File: config.mk
export PLATFORM = sky130hd
export DESIGN_NAME = lsu_pipe
export DESIGN_NICKNAME = d
export VERILOG_FILES = /design/src/rtl/lsu_pipe.sv
export SDC_FILE = /design/constraint.sdc
export NUM_CORES = 1
export LEC_CHECK = 0
export BUFFER_PORTS_ARGS = -buffer_cell sky130_fd_sc_hd__buf_4
export CORE_ASPECT_RATIO = 0.6
export CORE_MARGIN = 10
export CORE_UTILIZATION = 45
export DETAILED_ROUTE_END_ITERATION = 8
export GPL_ROUTABILITY_DRIVEN = 1
export GPL_TIMING_DRIVEN = 0
export PLACE_DENSITY = 0.81
export SYNTH_ARGS = -nofsm -noshare
export SYNTH_HDL_FRONTEND = slang
export SYNTH_SLANG_ARGS = --single-unit
File: constraint.sdc
create_clock -name clk -period 3.6 [get_ports clk]
set_input_delay 0.72 -clock clk [delete_from_list [all_inputs] [get_ports clk]]
set_output_delay 0.72 -clock clk [all_outputs]
set_load 0.01 [all_outputs]
File: src/rtl/lsu_pipe.sv
// Pipelined load/store unit: valid/ready request side, req/gnt/rvalid memory side, in-order loads.
// Build option LSU_MISALIGN_TRAP_EN: trap misaligned ops instead of truncating their offset.

package lsu_pipe_pkg;
  typedef enum logic [2:0] {
    LdLb  = 3'd0,
    LdLh  = 3'd1,
    LdLw  = 3'd2,
    LdLbu = 3'd3,
    LdLhu = 3'd4
  } load_op_t;

  typedef enum logic [1:0] {
    StSb = 2'd0,
    StSh = 2'd1,
    StSw = 2'd2
  } store_op_t;
endpackage

module lsu_pipe
  import lsu_pipe_pkg::*;
#(
  parameter int unsigned DEPTH = 4
) (
  input  logic        clk,
  input  logic        rst,
  input  logic        req_valid,
  output logic        req_ready,
  input  logic        req_is_load,
  input  logic        req_is_store,
  input  load_op_t    load_op,
  input  store_op_t   store_op,
  input  logic [4:0]  rd,
  input  logic [31:0] addr,
  input  logic [31:0] write_data,
  output logic        ld_valid,
  output logic [4:0]  ld_rd,
  output logic [31:0] ld_rd_data,
  output logic        exc_valid,
  output logic [31:0] exc_addr,
  output logic        exc_store,
  output logic        busy,
  output logic        d_req,
  input  logic        d_gnt,
  output logic [31:0] d_addr,
  output logic [3:0]  d_we,
  output logic [31:0] d_wr_data,
  input  logic        d_rvalid,
  input  logic [31:0] d_rd_data
);

  localparam int unsigned CNT_W = $clog2(DEPTH + 1);
  localparam int unsigned PTR_W = (DEPTH > 1) ? $clog2(DEPTH) : 1;
  localparam logic [CNT_W-1:0] DepthCnt = CNT_W'(DEPTH);
  localparam logic [PTR_W-1:0] LastPtr  = PTR_W'(DEPTH - 1);

  typedef struct packed {
    logic [4:0] rd;
    load_op_t   op;
    logic [1:0] off;
  } entry_t;

  logic             mis;
  logic [1:0]       ld_off, st_off;
  logic             is_ld, is_st, not_full, push, pop;
  logic [CNT_W-1:0] count_q, count_d;
  logic [PTR_W-1:0] wr_ptr_q, rd_ptr_q;
  entry_t           fifo_q [DEPTH];
  entry_t           head;
  logic [31:0]      shifted, ld_data;
  logic             ld_valid_q, busy_q;
  logic [4:0]       ld_rd_q;
  logic [31:0]      ld_rd_data_q;

  // Misalignment detection (trap build) or natural-alignment truncation (default build).
  always_comb begin
    mis    = 1'b0;
    ld_off = addr[1:0];
    st_off = addr[1:0];
`ifdef LSU_MISALIGN_TRAP_EN
    if (req_is_load) begin
      case (load_op)
        LdLh, LdLhu: mis = addr[0];
        LdLw:        mis = |addr[1:0];
        default:     mis = 1'b0;
      endcase
    end else if (req_is_store) begin
      case (store_op)
        StSh:    mis = addr[0];
        StSw:    mis = |addr[1:0];
        default: mis = 1'b0;
      endcase
    end
`else
    case (load_op)
      LdLh, LdLhu: ld_off = {addr[1], 1'b0};
      LdLw:        ld_off = 2'b00;
      default:     ld_off = addr[1:0];
    endcase
    case (store_op)
      StSh:    st_off = {addr[1], 1'b0};
      StSw:    st_off = 2'b00;
      default: st_off = addr[1:0];
    endcase
`endif
  end

  assign not_full = (count_q < DepthCnt);
  assign is_ld    = req_valid & req_is_load & ~mis;
  assign is_st    = req_valid & req_is_store & ~mis;
  assign d_req    = (is_ld & not_full) | is_st;
  assign d_addr   = {addr[31:2], 2'b00};
  assign push     = is_ld & not_full & d_gnt;
  assign pop      = d_rvalid & (count_q != '0);

  // Misaligned and non-memory ops are swallowed immediately.
  always_comb begin
    req_ready = 1'b1;
    if (req_is_load && !mis) begin
      req_ready = d_gnt & not_full;
    end else if (req_is_store && !mis) begin
      req_ready = d_gnt;
    end
  end

  always_comb begin
    d_we      = 4'b0000;
    d_wr_data = write_data;
    case (store_op)
      StSb: begin
        d_wr_data = {4{write_data[7:0]}};
        if (is_st) d_we = 4'b0001 << st_off;
      end
      StSh: begin
        d_wr_data = {2{write_data[15:0]}};
        if (is_st) d_we = 4'b0011 << st_off;
      end
      default: begin
        d_wr_data = write_data;
        if (is_st) d_we = 4'b1111;
      end
    endcase
  end

  always_comb begin
    count_d = count_q;
    case ({push, pop})
      2'b10:   count_d = count_q + CNT_W'(1);
      2'b01:   count_d = count_q - CNT_W'(1);
      default: count_d = count_q;
    endcase
  end

  always_ff @(posedge clk) begin
    if (push) begin
      fifo_q[wr_ptr_q] <= '{rd: rd, op: load_op, off: ld_off};
    end
  end

  // Pointers wrap explicitly so non-power-of-two depths work.
  always_ff @(posedge clk) begin
    if (rst) begin
      count_q  <= '0;
      wr_ptr_q <= '0;
      rd_ptr_q <= '0;
      busy_q   <= 1'b0;
    end else begin
      count_q <= count_d;
      busy_q  <= (count_d != '0);
      if (push) wr_ptr_q <= (wr_ptr_q == LastPtr) ? '0 : wr_ptr_q + PTR_W'(1);
      if (pop)  rd_ptr_q <= (rd_ptr_q == LastPtr) ? '0 : rd_ptr_q + PTR_W'(1);
    end
  end

  assign head    = fifo_q[rd_ptr_q];
  assign shifted = d_rd_data >> {head.off, 3'b000};

  always_comb begin
    ld_data = shifted;
    case (head.op)
      LdLb:    ld_data = {{24{shifted[7]}}, shifted[7:0]};
      LdLh:    ld_data = {{16{shifted[15]}}, shifted[15:0]};
      LdLbu:   ld_data = {24'b0, shifted[7:0]};
      LdLhu:   ld_data = {16'b0, shifted[15:0]};
      default: ld_data = shifted;
    endcase
  end

  always_ff @(posedge clk) begin
    if (rst) begin
      ld_valid_q   <= 1'b0;
      ld_rd_q      <= '0;
      ld_rd_data_q <= '0;
    end else begin
      ld_valid_q <= pop;
      if (pop) begin
        ld_rd_q      <= head.rd;
        ld_rd_data_q <= ld_data;
      end
    end
  end

  assign ld_valid   = ld_valid_q;
  assign ld_rd      = ld_rd_q;
  assign ld_rd_data = ld_rd_data_q;
  assign busy       = busy_q;

`ifdef LSU_MISALIGN_TRAP_EN
  logic        exc_valid_q, exc_store_q;
  logic [31:0] exc_addr_q;

  always_ff @(posedge clk) begin
    if (rst) begin
      exc_valid_q <= 1'b0;
      exc_addr_q  <= '0;
      exc_store_q <= 1'b0;
    end else begin
      exc_valid_q <= req_valid & mis;
      if (req_valid && mis) begin
        exc_addr_q  <= addr;
        exc_store_q <= req_is_store;
      end
    end
  end

  assign exc_valid = exc_valid_q;
  assign exc_addr  = exc_addr_q;
  assign exc_store = exc_store_q;
`else
  assign exc_valid = 1'b0;
  assign exc_addr  = '0;
  assign exc_store = 1'b0;
`endif

endmodule

---- Word level (Yosys, flattened, before mapping) ----
Memory sizes are Yosys's and may differ from the RTL's. A register that Yosys moved wholly into a read port is not among the register bits.
Cells that the tools add are included.
word-level totals
  bits in registers ....................... 46
  latch bits .............................. 0
  bits in writable memories ............... 40
  ROM bits ................................ 0
  input bits .............................. 113
  output and inout bits ................... 143
  word-level logic and storage cells ...... 57
  memories kept ........................... 1
memories
  memory  words  width  rd ports  clocked after Yosys merged registers in  wr ports  line  text
  fifo_q  4      10     1         1                                        1         68    entry_t fifo_q [DEPTH];
operators by class
  add/sub/neg operators ................... 4
  multipliers ............................. 0
  divide/modulo/power cells ............... 0
  magnitude comparators ................... 1
  equality and inequality tests ........... 12
  shift-type cells ........................ 3
  multiplexer cells ....................... 17
  bitwise logic cells ..................... 7
  reductions and logical operators ........ 5
operators by type and width
  kind                   number
  $pmux W32 S4           1
  $pmux W32 S2           1
  $shr A32 B5 Y32        1
  $mux W4                3
  $eq A2 B2 Y1 const B   4
  $mux W2                4
  $pmux W2 S2            2
  $pmux W4 S2            1
  $and A1 B1 Y1          6
  $eq A3 B1 Y1 const B   2
  $eq A3 B2 Y1 const B   2
  $eq A3 B3 Y1 const B   2
  $pmux W3 S2            1
  $reduce_bool A3 Y1     2
  $add A2 B1 Y2 const B  2
  $eq A2 B1 Y1 const B   2
  $mux W1                4
  $shl A1 B2 Y4 const A  1
  $shl A2 B2 Y4 const A  1
  $add A3 B1 Y3 const B  1
  $logic_not A3 Y1       1
  $lt A3 B3 Y1 const B   1
  $sub A3 B1 Y3 const B  1
  $logic_not A2 Y1       1
  other kinds (2)        2

---- Logic depth before layout (Yosys ltp) ----
  depth after elaboration ................. 6
  gate-level depth with buffers ........... 11
  gate-level depth less buffers ........... 10

---- Worst setup path after synthesis ----
Ideal clock, no wire load.
  kind .................................... input port to output port
  from .................................... input store_op[0]
  to ...................................... output d_we[0]
  arrival ................................. 2.094 ns
  required time ........................... 2.880 ns
  path slack .............................. 0.786 ns
  stages on the path ...................... 7
  path buffers ............................ 2
  cells stage by stage .................... inv_1 -> ha_1 -> clkbuf_1 -> nor2_1 -> clkbuf_1 -> nor2_1 -> nor2_1
between the ends
  longest elaborated chain between the ends .. 5
  elaborated cells on any way between the ends .. 9
  those cells by class .................... eq/ne (2); shift (2); mux (4); reduce/logical (1)
RTL lines
  element                                         line      text
  from (decl)                                     32        input store_op_t store_op,
  $eq A2 B2 Y1 or $eq A2 B1 Y1 (tied branches)    100, 129
  $pmux W2 S2                                     100       case (store_op)
  $shl A2 B2 Y4 or $shl A1 B2 Y4 (tied branches)  136, 132
  $mux W4 (on tied branches)                      136, 132
  $pmux W4 S2 *                                   129       case (store_op)
  to (decl)                                       46        output logic [3:0] d_we,
Every way passes the cells marked *; elsewhere a longest branch is shown, timed or not.

---- Final worst setup path ----
  from .................................... input store_op[0]
  to ...................................... output d_wr_data[27]
between the ends
  longest elaborated chain between the ends .. 2
  elaborated cells on any way between the ends .. 3
  those cells by class .................... eq/ne (1); mux (1); reduce/logical (1)
RTL lines
  element                                           line  text
  $eq A2 B1 Y1 or $logic_not A2 Y1 (tied branches)  129
  $pmux W32 S2 *                                    129
  to (decl)                                         47    output logic [31:0] d_wr_data,
Marked as above.

==> results.tsv <==
stage	metric	value	unit
synth	synth_top_cells_by_area	sky130_fd_sc_hd__edfxtp_1 (24%), sky130_fd_sc_hd__dfxtp_1 (19%), sky130_fd_sc_hd__buf_4 (11%)	
synth	synth.avg_cell_area	10.4	µm²
sta	timing.fmax	0.289	GHz
drt	vias_per_cell	5.16	
global_routing	initial_antenna_violation_count	0	
cells_and_area	fillers	832	
floorplanning	die_area	15800	µm²
placed_design	detailed_place_hpwl	13500	µm
setup_path	crit_slowest_cell	sky130_fd_sc_hd__nor2_1	
drt	via_count	4413	
drt	number_of_design_rule_violations_left_by_the_first_detailed_router_iteration	331	
placed_design	placedInstanceArea	6680	µm²
power	ir_drop	407	µV
drt	post-route-drc-count	0	
sta	finalSetupTns	0	ps
power	cellPowerDensity	590	nW/µm²
sta	setup_repair_after_global_routing_missed_its_margin	false	
sta	fin_crit	3460	ps
power	p_leak	3.15	nW
synth	number_of_enable_type_register_cells_in_the_synthesized_netlist	40	
drt	wire_per_inst	19.4	µm
drt	drt-pass1-iter-count	6	
setup_path	timing.critical_path.to_type	output pin	
floorplanning	ios	256	
cells_and_area	layoutNonFillerInstCount	855	
setup_path	cp_cell_sequence	buf_4, inv_1, ha_1, clkbuf_1, nor2_1, clkbuf_1, nand2_1, nand2_1, buf_4	
cells_and_area	layout_commonest_cell	sky130_fd_sc_hd__buf_4	
clocking	clkSlewWorstSetupHoldPaths	60	ps
cells_and_area	num_antenna_cells	0	
cells_and_area	design_area	6990	µm²
global_routing	first_pass_grt_wire_length	24600	µm
clocking	holdBufCountCts	0	
drt	top_signal_layer_used	met4	
synth	synth_area	4960	µm²
drt	detail-route-antenna-nets	0	
setup_path	path_class	primary input to output pin	
floorplanning	floorplan.core_area	10700	µm²
floorplanning	start_util	0.465	
clocking	clock_path_buffers	2	
setup_path	start_kind	primary input	
cells_and_area	sequential_cell_area	2160	µm²
floorplanning	fp.dieW	156	µm
synth	synth_cell_type_count	44	
flow_run	timing.max_cap.violations	0	
drt	dr_wl_met2	8210	µm
sta	worstMarginPinSlew	986	ps
clocking	clk-insertion-delay-late	350	ps
sta	timing.max_slew.rel_slack	0.337	
sta	slew_viol_final	0	
placed_design	routabilityCongestion	0.923	
synth	dominantRegCellSynth	sky130_fd_sc_hd__dfxtp_1	
floorplanning	row_count	29	
sta	setup_viol	0	
cells_and_area	post_route_cells_drive_above_1_share	0.439	
hold_path	hp-class	register to register	
drt	route.layer.met1.wl	5870	µm
global_routing	grt_overflow_total	0	
synth	yosysWarningCount	0	
clocking	post_cts_resize_count	0	
setup_path	worst_ep_arrival_time	2740	ps
clocking	cts.sink_count	88	
clocking	cts_tree	built	
synth	synth_seq_area_share	0.436	
sta	timing.clock.skew	9.16	ps
synth	synth_cells	477	
placed_design	placement.io_buffers	188	
synth	synth.top_cell.area_share	0.242	
drt	routed_wirelength	16600	µm
setup_path	cp_slowest_stage_delay	680	ps
sta	report.final.hold_viol_count	0	
drt	wl_met3	2220	µm
floorplanning	fp.dieH	101	µm
global_routing	grt_start_max_net_pins	15	
outcome	run_status	complete, no violations	
clocking	postCtsSetupBuffers	0	
cells_and_area	final_cell_mix	sky130_fd_sc_hd__buf_4 (263), sky130_fd_sc_hd__nand2_1 (62), sky130_fd_sc_hd__dfxtp_1 (48)	
cells_and_area	multiInputGateArea	2190	µm²
clocking	numCtsBuffers	9	
placed_design	placedCellCount	839	
synth	synth.ff_latch_count	88	
sta	period_share	0.962	
global_routing	first_global_vias	4590	
clocking	clock_tree.htree_level_count	3	
global_routing	track_usage	0.197	
cells_and_area	nNetsFinal	833	
synth	synth-async-reset-ratio	0	
cells_and_area	area_growth	40.9	%
setup_path	critical_path.max_fanout	10	
clocking	ctsRootBufferMaster	sky130_fd_sc_hd__clkbuf_16	
synth	synth_top_area_cell	sky130_fd_sc_hd__edfxtp_1	
setup_path	crit_required	2880	ps
-- cells by family (layout without fill, tap and decap cells) --
| logic type | Yosys count | count (layout) | synth area share |
|---|---|---|---|
| flip-flops | 88 | 88 | 0.436 |
| AND/OR/NAND/NOR | 129 | 129 | 0.113 |
| buffers and inverters | 112 | 316 | 0.149 |
| AO/OA/AOI/OAI | 90 | 90 | 0.128 |
| XOR/XNOR | 4 | 4 | 0.00707 |
| multiplexers | 44 | 44 | 0.142 |
| adder cells (fa/ha/maj) | 9 | 9 | 0.0242 |
| other | 1 | 36 | 0.000756 |
-- critical path, delay by kind of cell --
family | cells | cell delay (ps)
AND/OR/NAND/NOR | 3 | 900
adder cells (fa/ha/maj) | 1 | 180
buffers and inverters | 5 | 940
-- per-layer routing --
metal  global-route usage  vias to the layer above
met5                    0                        -
met4               0.0559                        0
met3               0.0906                       25
met2                0.343                      272
met1                0.214                     2052
li1                     -                     2064
-- state kept, by name, indices dropped and copies added (netlist names), named ones only --
| name | cells |
|---|---|
| fifo_q | 40 |
| ld_valid | 1 |
| ld_rd_data | 32 |
| wr_ptr_q | 2 |
| ld_rd | 5 |
| busy | 1 |
| count_q | 3 |
| rd_ptr_q | 2 |
-- area by class of cell --
| class | instances | share of cell area |
|---|---|---|
| Timing Repair Buffer | 188 | 0.202 |
| Sequential cell | 88 | 0.309 |
| Multi-Input combinational cell | 312 | 0.313 |
| Clock buffer | 11 | 0.0333 |
| Clock inverter | 5 | 0.0115 |
| Inverter | 11 | 0.00591 |
| Buffer | 101 | 0.0999 |
| Tap cell | 139 | 0.0249 |
-- path summary, 6_finish.rpt --
path / from / endpoint / slack [ps] / depth (start not counted)
worst min register to register: ld_rd[1] / ld_rd[1] / 450 / 2
worst min-delay path: ld_rd[1] / ld_rd[1] / 450 / 2
worst max-delay path: store_op[0] / d_wr_data[27] / 140 / 9
worst max register to register: count_q[0] / busy / 260 / 11
-- per-stage QoR --
| stage | power, W | hold slack, ps | setup WS, ps | utilization |
|---|---|---|---|---|
| 6_report | 0.00412 | 454 | 135 | 0.655 |
| 4_1_cts | 0.00412 | 458 | 158 | 0.655 |
| 3_5_place_dp | 0.00312 | 450 | 164 | 0.626 |
| 2_1_floorplan | 0.00242 | 454 | 786 | - |
| 5_1_grt | 0.00432 | 492 | 0.370 | 0.655 |
| 3_3_place_gp | 0.00306 | 444 | 202 | 0.626 |
-- Yosys cell counts (all sizes together) (10+ instances only) --
cell and n:
a21oi 32, mux4 17, inv 11, mux2i 12
dfxtp 48, nand2 62, mux2 15, a311oi 10
edfxtp 40, clkbuf 18, a211oi 14, buf 83
nor2 40
-- power breakdown --
group	switching, W	internal [W]
Clock	0.000383	0.000609
Sequential	0.000122	0.00125
Combinational	0.000943	0.000821
Total	0.00145	0.00267
Note: power is estimated with default switching activity, not from simulation.
